### config.mk
export PLATFORM = sky130hd
export DESIGN_NAME = eoc_collector
export DESIGN_NICKNAME = d
export VERILOG_FILES = /design/src/rtl/eoc_collector.sv
export SDC_FILE = /design/constraint.sdc
export NUM_CORES = 1
export LEC_CHECK = 0
export CORE_MARGIN = 3
export CORE_UTILIZATION = 41
export CTS_CLUSTER_SIZE = 28
export DETAILED_ROUTE_END_ITERATION = 16
export GPL_TIMING_DRIVEN = 0
export PLACE_DENSITY = 0.94
export SLEW_MARGIN = 20
export SYNTH_ARGS = -nofsm -noshare
export SYNTH_HDL_FRONTEND = slang
export SYNTH_SLANG_ARGS = --single-unit
### constraint.sdc
create_clock -name clk_i -period 3.8 [get_ports clk_i]
set_input_delay 0.76 -clock clk_i [delete_from_list [all_inputs] [get_ports clk_i]]
set_output_delay 0.76 -clock clk_i [all_outputs]
set_load 0.05 [all_outputs]
### src/rtl/eoc_collector.sv
// eoc_collector: gathers end-of-computation words from NumChannels reporters.
// Optional watchdog compiled in with `define EOC_COLLECTOR_TIMEOUT_EN.
module eoc_collector #(
  parameter int NumChannels  = 4,
  parameter int CodeWidth    = 32,
  parameter int TimeoutWidth = 32
) (
  input  logic                             clk_i,
  input  logic                             rst_i,
  input  logic                             start_i,
  input  logic [NumChannels-1:0]           chan_mask_i,
  input  logic [TimeoutWidth-1:0]          timeout_cycles_i,
  input  logic [NumChannels-1:0]           eoc_valid_i,
  input  logic [NumChannels*CodeWidth-1:0] eoc_code_i,
  output logic [NumChannels-1:0]           eoc_ready_o,
  output logic                             busy_o,
  output logic                             done_o,
  output logic [CodeWidth-2:0]             exit_code_o,
  output logic [NumChannels-1:0]           fail_mask_o,
  output logic                             timeout_o
);

  localparam int RetWidth = CodeWidth - 1;

  typedef enum logic [1:0] {
    IDLE,
    COLLECT,
    DONE
  } state_e;

  state_e                 state_q;
  logic [NumChannels-1:0] mask_q;
  logic [NumChannels-1:0] done_q;
  logic [NumChannels-1:0] fail_q;
  logic [RetWidth-1:0]    exit_q;
  logic                   to_q;

  logic [NumChannels-1:0] acc;
  logic [NumChannels-1:0] fin;
  logic [NumChannels-1:0] nfail;
  logic [NumChannels-1:0] done_d;
  logic [NumChannels-1:0] fail_d;
  logic [RetWidth-1:0]    exit_d;
  logic                   hit;
  logic                   expire;

  assign busy_o      = (state_q == COLLECT);
  assign done_o      = (state_q == DONE);
  assign exit_code_o = exit_q;
  assign fail_mask_o = fail_q;
  assign timeout_o   = to_q;
  assign eoc_ready_o = busy_o ? (mask_q & ~done_q) : '0;

  always_comb begin
    acc    = eoc_valid_i & eoc_ready_o;
    fin    = '0;
    nfail  = '0;
    exit_d = exit_q;
    hit    = 1'b0;
    for (int i = 0; i < NumChannels; i++) begin
      fin[i]   = acc[i] & eoc_code_i[i*CodeWidth];
      nfail[i] = fin[i] & (|eoc_code_i[i*CodeWidth+1 +: RetWidth]);
    end
    // The first failing channel by index, old or new, owns exit_code.
    for (int i = 0; i < NumChannels; i++) begin
      if (!hit) begin
        if (nfail[i]) begin
          exit_d = eoc_code_i[i*CodeWidth+1 +: RetWidth];
          hit    = 1'b1;
        end else if (fail_q[i]) begin
          hit = 1'b1;
        end
      end
    end
    done_d = done_q | fin;
    fail_d = fail_q | nfail;
  end

`ifdef EOC_COLLECTOR_TIMEOUT_EN
  logic [TimeoutWidth-1:0] cnt_q;
  logic                    lim_q;

  assign expire = lim_q && (cnt_q == '0);

  always_ff @(posedge clk_i) begin
    if (rst_i) begin
      cnt_q <= '0;
      lim_q <= 1'b0;
    end else if (state_q != COLLECT) begin
      if (start_i) begin
        cnt_q <= timeout_cycles_i;
        lim_q <= |timeout_cycles_i;
      end
    end else if (cnt_q != '0) begin
      cnt_q <= cnt_q - TimeoutWidth'(1);
    end
  end
`else
  logic unused_timeout;

  assign unused_timeout = ^timeout_cycles_i;
  assign expire         = 1'b0;
`endif

  always_ff @(posedge clk_i) begin
    if (rst_i) begin
      state_q <= IDLE;
      mask_q  <= '0;
      done_q  <= '0;
      fail_q  <= '0;
      exit_q  <= '0;
      to_q    <= 1'b0;
    end else begin
      unique case (state_q)
        IDLE, DONE: begin
          if (start_i) begin
            mask_q  <= chan_mask_i;
            done_q  <= '0;
            fail_q  <= '0;
            exit_q  <= '0;
            to_q    <= 1'b0;
            state_q <= (chan_mask_i == '0) ? DONE : COLLECT;
          end
        end
        COLLECT: begin
          done_q <= done_d;
          fail_q <= fail_d;
          exit_q <= exit_d;
          if (done_d == mask_q) begin
            state_q <= DONE;
          end else if (expire) begin
            state_q <= DONE;
            to_q    <= 1'b1;
            exit_q  <= '1;
          end
        end
        default: state_q <= IDLE;
      endcase
    end
  end

endmodule

==> impl_metrics.yaml, run 1 <==
outcome:
  outcome: "complete, no violations"
logic_synthesis:
  synth_fp_nets: 588
  synth_edf_count: 0
  synth_area_um2: 3517
  synth_common_cells: "a211oi_2 (58), dfxtp_1 (45), nor3_1 (37)"
  synth_cell_types: 39
  yosys.area.top_type_share: 0.2561
  synth.most_common_cell: "a211oi_2"
  syn_inst: 417
  ys_ff_latch: 45
  syn_area_per_cell_um2: 8.434
  synthArstFlopShare: 0
  yosysTopAreaCell: "dfxtp_1"
  synth.area.top_cells: "dfxtp_1 (26%), a211oi_2 (21%), mux2i_1 (10%), nor3_1 (5.3%), o21ai_0 (4.8%)"
  yosysWarnings: 0
  yosysSeqAreaShare: 0.2561
  ys.flop_type: "dfxtp_1"
pwr:
  p_int_mw: 0.8485
  vdd_ir_drop_max_mv: 0.2057
  cellLeakagePower_nw: 1.702
  power_mw: 1.176
  swShare: 0.2788
  power_switching_mw: 0.3279
  combinationalPowerShare: 0.268
  p_seq_frac: 0.411
  pwr-share-clk: 0.321
  powerDensity_nw_per_um2: 212.2
placement:
  dp.cells: 700
  pre_cts_ws_ns: 0.2626
  place_congestion: 0.9326
  port_buffers: 178
  hpwl_um: 11250
layout:
  area_delta_synth_final_pct: 57.67
  utilization: 0.6715
  nets: 773
  drive_above_1_share: 0.1658
  final_cells: 708
  diodes: 0
setup_path:
  slowest_stage: "nor4b_4"
  crit_type: "input pin to register"
  critical_path.max_stage_delay_ns: 0.60
  critPathLaunchType: "input pin"
  crit_buf_inv: 3
  cp.arrival_ns: 3.44
  crit_chain: "clkdlybuf4s50_1, nor4_1, nand4_1, o21a_1, buf_6, nor4b_4, buf_6, a211oi_2, a211oi_2, a21oi_1"
  required_ns: 4.00
  path_max_fanout: 10
  end_kind: "register"
  crit_family: "simple AND/OR/NAND/NOR gates"
timing:
  fin_ws_ns: 0.5537
  fin_skew_ns: 0.01012
  setup_viol: 0
  drv_slew: 0
  relSlewSlack: 0.5433
  grt_setup_unrepaired: "false"
  fin_setup_tns_ns: 0
  worstMarginPinSlew_ns: 0.6821
  post-route-period-util: 0.8543
  final_hold_viol_count: 0
  post-route-min-period_ns: 3.246
  fmax_mhz: 308.0
hold_path:
  hold_class: "register to register"
clock_tree:
  post_cts_buffers: 0
  cts_tree: "done"
  cts_hold_buf: 0
  clock_path_buffers: 2
  cts_buffers: 5
  cts_root_buf: "clkbuf_8"
  cts_max_level: 2
  cts_resized: 0
  clock_latency_ns: 0.30
  cts.sink_count: 45
  path_clk_slew_ns: 0.09
detailed_routing:
  drt-initial-drc-count: 308
  drc: 0
  dr.pass1.iters: 7
  dr_total_vias: 4237
  routed_wl_um: 14140
  via_per_inst: 5.984
  wire_per_inst_um: 19.98
  antenna_left: 0
floorplanning:
  placementRows: 33
  initial_utilization: 0.4259
  die_w_um: 98.62
  num_io_pins: 213
  die_y_um: 98.62
  die_area_um2: 9726
  core_area_um2: 8258
global_route:
  grt_pass1_vias: 4360
  grt_remaining_overflow: 0
  grt_max_degree: 16
  grt_pass1_wl_um: 22280
  grt_usage: 0.2811
  antenna_found_initial: 0
run:
  cap_viol_max_count: 0
## cells by family after synthesis
| family | count (synthesis) | synth area share |
|---|---|---|
| AO/OA/AOI/OAI | 136 | 0.3348 |
| buffers and inverters | 44 | 0.07150 |
| flip-flops | 45 | 0.2561 |
| multiplexers | 36 | 0.1025 |
| other | 1 | 0.001066 |
| AND/OR/NAND/NOR | 155 | 0.2341 |
## cell usage in the layout (no fill, tap or decap), types with 2 or more instances in the layout
cell type	instances
a211oi_2	58
nor3_1	37
or2_1	2
nand2_1	33
nor2_1	25
nor4_2	2
buf_6	7
nand2b_1	7
clkdlybuf4s50_1	178
buf_2	4
and3_1	2
dfxtp_1	45
nand4_1	9
o21ai_0	34
nor2b_1	4
clkbuf_8	5
a211oi_1	4
a21oi_1	25
mux2i_1	36
buf_4	6
a21oi_2	9
inv_1	4
nor4_1	27
clkbuf_1	20
## metal layers
metal	vias up	global-route usage	wire, um
met1	1952	0.3491	5502
met4	0	0.1208	535
met2	280	0.4727	6799
li1	1961	-	-
met3	44	0.05662	1305
met5	-	0	0
## worst register-to-register path, delay by kind of cell, from the launching register on
family | cells | cell delay (ns)
buffers and inverters | 3 | 0.51
flip-flops | 1 | 0.37
AND/OR/NAND/NOR | 3 | 0.95
AO/OA/AOI/OAI | 4 | 0.44
## metrics by stage
stage               hold slack [ns]  cell area [um2]
finish                       0.4715             5545
global route                 0.4992             5545
CTS                          0.4737             5545
detailed placement           0.4615             5430
global placement             0.4543             5430
floorplan                    0.4529             3517
## power by group through the flow
stage	Clock [mW]	Combinational, mW	Sequential, mW
final	0.378	0.315	0.484
after floorplan	0	0.0978	0.498
after CTS	0.383	0.311	0.483
after detailed placement	0	0.309	0.495
after global placement	0	0.305	0.494
after global routing	0.400	0.332	0.485
## sequential cells by signal, summed over array words and instances (netlist names)
signal	count
state_q	2
done_q	4
mask_q	4
exit_code_o	31
fail_mask_o	4
## path summary, 6_finish.rpt
check	startpoint	endpoint	slack, ns	depth (start not counted)
max	eoc_code_i[8]	exit_code_o[8]	0.55	10
min	exit_code_o[0]	exit_code_o[0]	0.47	2
max reg2reg	state_q[1]	exit_code_o[8]	1.42	10
min reg2reg	exit_code_o[0]	exit_code_o[0]	0.47	2
## area by class of cell
type,instances,area [um2]
Buffer,38,226.5
Clock inverter,3,46.29
Inverter,6,25.02
Timing Repair Buffer,178,1782
Fill cell,680,2713
Sequential cell,45,900.9
Clock buffer,5,68.82
Tap cell,105,131.4
Multi-Input combinational cell,328,2365
Power figures use the tool's default switching activity.
==> run 2: changes to the inputs <==
CORE_UTILIZATION = 55   (was 41)
DONT_BUFFER_PORTS = 1   (was default)
PLACE_DENSITY = 0.77   (was 0.94)
==> impl_metrics.yaml, run 2 (same netlist as run 1, synthesis figures left out) <==
setup_path:
  required_ns: 3.99
  end_kind: "register"
  path_max_fanout: 10
  cp.arrival_ns: 2.94
  critPathLaunchType: "register"
  reg2reg_slack_ns: 1.05
  crit_type: "register to register"
layout:
  largest_register_ffs: 31
  final_common_cell: "a211oi_2"
  final_area_um2: 3731
  diodes: 0
  final_cell_mix: "a211oi_2 (58), dfxtp_1 (45), nor3_1 (37)"
  area_delta_synth_final_pct: 6.083
  nets: 595
  final_cells: 500
  drive_above_1_share: 0.2353
timing:
  post-route-period-util: 0.7228
  worstMarginPinSlew_ns: 0.9365
  drv_slew: 0
  relSlewSlack: 0.3744
  fmax_mhz: 364.1
  post-route-min-period_ns: 2.747
  grt_setup_unrepaired: "false"
  setup_viol: 0
  fin_setup_tns_ns: 0
  final_hold_viol_count: 0
  fin_skew_ns: 0.01165
detailed_routing:
  routed_wl_um: 12110
  drc: 0
  dr.pass1.iters: 5
  via_per_inst: 6.928
  dr_total_vias: 3464
  drt-initial-drc-count: 203
  antenna_left: 0
  wire_per_inst_um: 24.21
pwr:
  cellLeakagePower_nw: 1.030
  p_int_mw: 0.7350
  swShare: 0.2720
  power_mw: 1.010
  vdd_ir_drop_max_mv: 0.1780
  powerDensity_nw_per_um2: 270.6
  p_seq_frac: 0.484
  pwr-share-clk: 0.395
  power_switching_mw: 0.2747
  combinationalPowerShare: 0.120
clock_tree:
  cts_resized: 0
  clock_latency_ns: 0.30
  path_clk_slew_ns: 0.10
  cts.sink_count: 45
  cts_buffers: 5
  cts_hold_buf: 0
  post_cts_buffers: 0
  cts_tree: "done"
  cts_root_buf: "clkbuf_8"
  cts_max_level: 2
  clock_path_buffers: 2
floorplanning:
  die_y_um: 85.97
  num_io_pins: 213
  placementRows: 28
  die_w_um: 85.97
  initial_utilization: 0.5803
  core_area_um2: 6061
  die_area_um2: 7390
global_route:
  grt_remaining_overflow: 0
  grt_usage: 0.3138
  antenna_found_initial: 0
  grt_pass1_vias: 3482
  grt_max_degree: 15
  grt_pass1_wl_um: 18370
placement:
  place_congestion: 0.8913
  dp.cells: 492
  place_area_um2: 3611
  hpwl_um: 9526
  port_buffers: 0
run:
  cap_viol_max_count: 0
outcome:
  outcome: "complete, no violations"
hold_path:
  hold_class: "register to register"
run 2: changes by cell type in the layout (fill, tap and decap cells not counted):
cell | before | now
clkdlybuf4s50_1 | 178 | 0
clkinv_4 | 1 | 0
clkbuf_8 | 5 | 6
run 2: path summary, 6_finish.rpt:
kind | startpoint | end | cells past startpoint
min reg2reg | done_q[0] | done_q[0] | 2
max reg2reg | state_q[1] | exit_code_o[9] | 8
min | done_q[0] | done_q[0] | 2
max | state_q[1] | exit_code_o[9] | 8
run 2: worst max-delay path, stage by stage (launching register included):
cell,delay (ns)
dfxtp_1,0.34
and4bb_1,0.62
and3_1,0.29
o21ai_1,0.13
nor4b_4,0.67
buf_6,0.26
a211oi_2,0.06
a211oi_2,0.19
a21oi_1,0.07
run 2: power by group through the flow:
stage                     Clock (mW)  Sequential [mW]  Combinational [mW]
after floorplan                    0            0.498              0.0978
after global placement             0            0.500               0.118
after detailed placement           0            0.500               0.120
after CTS                      0.399            0.489               0.120
after global routing           0.415            0.490               0.133
final                          0.399            0.489               0.121
run 2: layout make-up:
| type | count | area [um2] |
|---|---|---|
| multi-input cells | 328 | 2365 |
| clock buffers | 6 | 82.58 |
| plain buffers | 38 | 226.5 |
| well taps | 75 | 93.84 |
| clock inverters | 2 | 37.54 |
| fillers | 554 | 2330 |
| inverters | 6 | 25.02 |
| flip-flops and latches | 45 | 900.9 |
run 2: metal layers:
| layer | up-vias | wire length (um) | track usage | share of wire |
|---|---|---|---|---|
| met2 | 255 | 5771 | 0.5214 | 0.48 |
| met3 | 28 | 1544 | 0.09894 | 0.13 |
| met1 | 1587 | 4456 | 0.3810 | 0.37 |
| met4 | 0 | 334 | 0.1079 | 0.028 |
| met5 | - | 0 | 0 | 0 |
| li1 | 1594 | - | - | - |
run 2: per-stage QoR:
stage               hold slack (ns)  utilization  setup slack, ns
floorplan                    0.4529            -            1.280
global placement             0.4761       0.5958           0.7739
detailed placement           0.4843       0.5958           0.7712
CTS                          0.5085       0.6156            1.031
global route                 0.5584       0.6156           0.9028
finish                       0.5050       0.6156            1.053
==> run 3: changes to the inputs <==
PLACE_DENSITY = 0.8   (was 0.77)
clock period = 2.22 ns   (was 3.8 ns; I/O delays follow)
==> impl_metrics.yaml, run 3 (same netlist as run 1, synthesis figures left out) <==
floorplanning:
  die_w_um: 85.97
  placementRows: 28
  die_area_um2: 7390
  die_y_um: 85.97
  core_area_um2: 6061
  num_io_pins: 213
  initial_utilization: 0.5803
clock_tree:
  clock_path_buffers: 2
  cts_max_level: 2
  path_clk_slew_ns: 0.09
  cts_tree: "done"
  clock_latency_ns: 0.31
  cts_hold_buf: 0
  cts.sink_count: 45
  cts_buffers: 5
  cts_root_buf: "clkbuf_8"
hold_path:
  min_path_cells: 2
  min-delay-start: "chan_mask_i[3]"
  min_to: "mask_q[3]"
  hold_class: "input pin to register"
timing:
  drv_slew: 0
  post-route-min-period_ns: 2.248
  grt_setup_unrepaired: "true"
  post-route-period-util: 1.012
  final_hold_viol_count: 0
  fin_ws_ns: -0.02762
  setup_viol: 3
  worstMarginPinSlew_ns: 0.9725
  fmax_mhz: 444.9
  fin_skew_ns: 0.007660
  relSlewSlack: 0.3493
setup_path:
  crit_type: "input pin to register"
  critical_path.max_stage_delay_ns: 0.44
  end_kind: "register"
  required_ns: 2.45
  rr_worst_depth: 9
  critPathLaunchType: "input pin"
  rr_startpoint: "state_q[1]"
  crit_chain: "nor4_1, nand4_1, o21a_1, buf_6, nor4b_4, buf_12, buf_4, buf_6, a211oi_2, a21oi_1"
  crit_cells: 10
  path_common_cell: "buf_6"
  cp.arrival_ns: 2.47
  crit_family: "simple AND/OR/NAND/NOR gates"
  rr_endpoint: "exit_code_o[15]"
  crit_buf_inv: 4
  path_max_fanout: 10
  reg2reg_slack_ns: 0
  slowest_stage: "nor4_1"
run:
  cap_viol_max_count: 0
layout:
  final_cells: 509
  diodes: 0
  fillCellCount: 526
  nets: 604
  final_cell_mix: "a211oi_2 (58), dfxtp_1 (43), mux2i_1 (35)"
  final_common_cell: "a211oi_2"
  drive_above_1_share: 0.3272
  area_delta_synth_final_pct: 14.62
  largest_register_ffs: 31
detailed_routing:
  antenna_left: 0
  drc: 0
  drt-initial-drc-count: 247
  wire_per_inst_um: 24.23
  via_per_inst: 7.022
  dr_total_vias: 3574
  routed_wl_um: 12340
  dr.pass1.iters: 5
placement:
  hpwl_um: 9329
  dp.cells: 492
  pre_cts_ws_ns: -0.5533
  place_congestion: 0.9526
  port_buffers: 0
outcome:
  outcome: "complete, but fails checks"
  violations: "setup timing"
global_route:
  grt_max_degree: 14
  grt_usage: 0.3072
  grt_remaining_overflow: 0
  grt_pass1_wl_um: 18010
  antenna_found_initial: 0
  grt_pass1_vias: 3574
pwr:
  vdd_ir_drop_max_mv: 0.2853
  powerDensity_nw_per_um2: 430.6
  cellLeakagePower_nw: 1.174
run 3: area by class of cell:
cell class              instances  area, um2  share of cell area
inverters                       6      35.03            0.008690
well taps                      75      93.84             0.02328
repair buffers                 12      123.9             0.03073
plain buffers                  35      287.8             0.07138
flip-flops and latches         45      903.4              0.2241
clock inverters                 1      30.03            0.007449
clock buffers                   7      86.33             0.02142
multi-input cells             328       2471              0.6130
run 3: how the worst max path moves through the flow:
stage	from	endpoint	slack (ns)
after CTS	done_q[2]	exit_code_o[13]	-0.02
after global placement	eoc_code_i[24]	exit_code_o[22]	-0.49
after floorplan	eoc_code_i[8]	exit_code_o[21]	0.02
after detailed placement	eoc_code_i[8]	exit_code_o[13]	-0.55
after global routing	state_q[1]	exit_code_o[13]	-0.04
final	eoc_code_i[8]	exit_code_o[15]	-0.03
run 3: power by group:
group          switching [mW]  internal [mW]
sequential             0.0203          0.818
clock                   0.306          0.368
combinational           0.139         0.0850
run 3: stage by stage:
step                      area, um2  total power, mW    util  TNS (ns)  hold slack, ns
after floorplan                3521            1.021       -         0          0.4529
after detailed placement       3615            1.061  0.5964    -15.60          0.4852
after global placement         3615            1.057  0.5964    -14.27          0.4807
after global routing           4031            1.782  0.6652   -0.3257          0.3009
final                          4031            1.736  0.6652  -0.03776          0.2939
after CTS                      3805            1.722  0.6278  -0.04546          0.2914
run 3: what timing repair did:
| action | in CTS | in global routing |
|---|---|---|
| resized for setup | 17 | 68 |
| pin swaps | 3 | 8 |
| setup endpoints to repair | 31 | 31 |
| buffers inserted | 3 | 8 |
| cloned | 0 | 1 |
run 3: routing by layer:
metal  GRT usage  routed length [um]
met1      0.3664                4507
met2      0.5298                6051
met3     0.07973                1293
met4      0.1079                 482
met5           0                   0
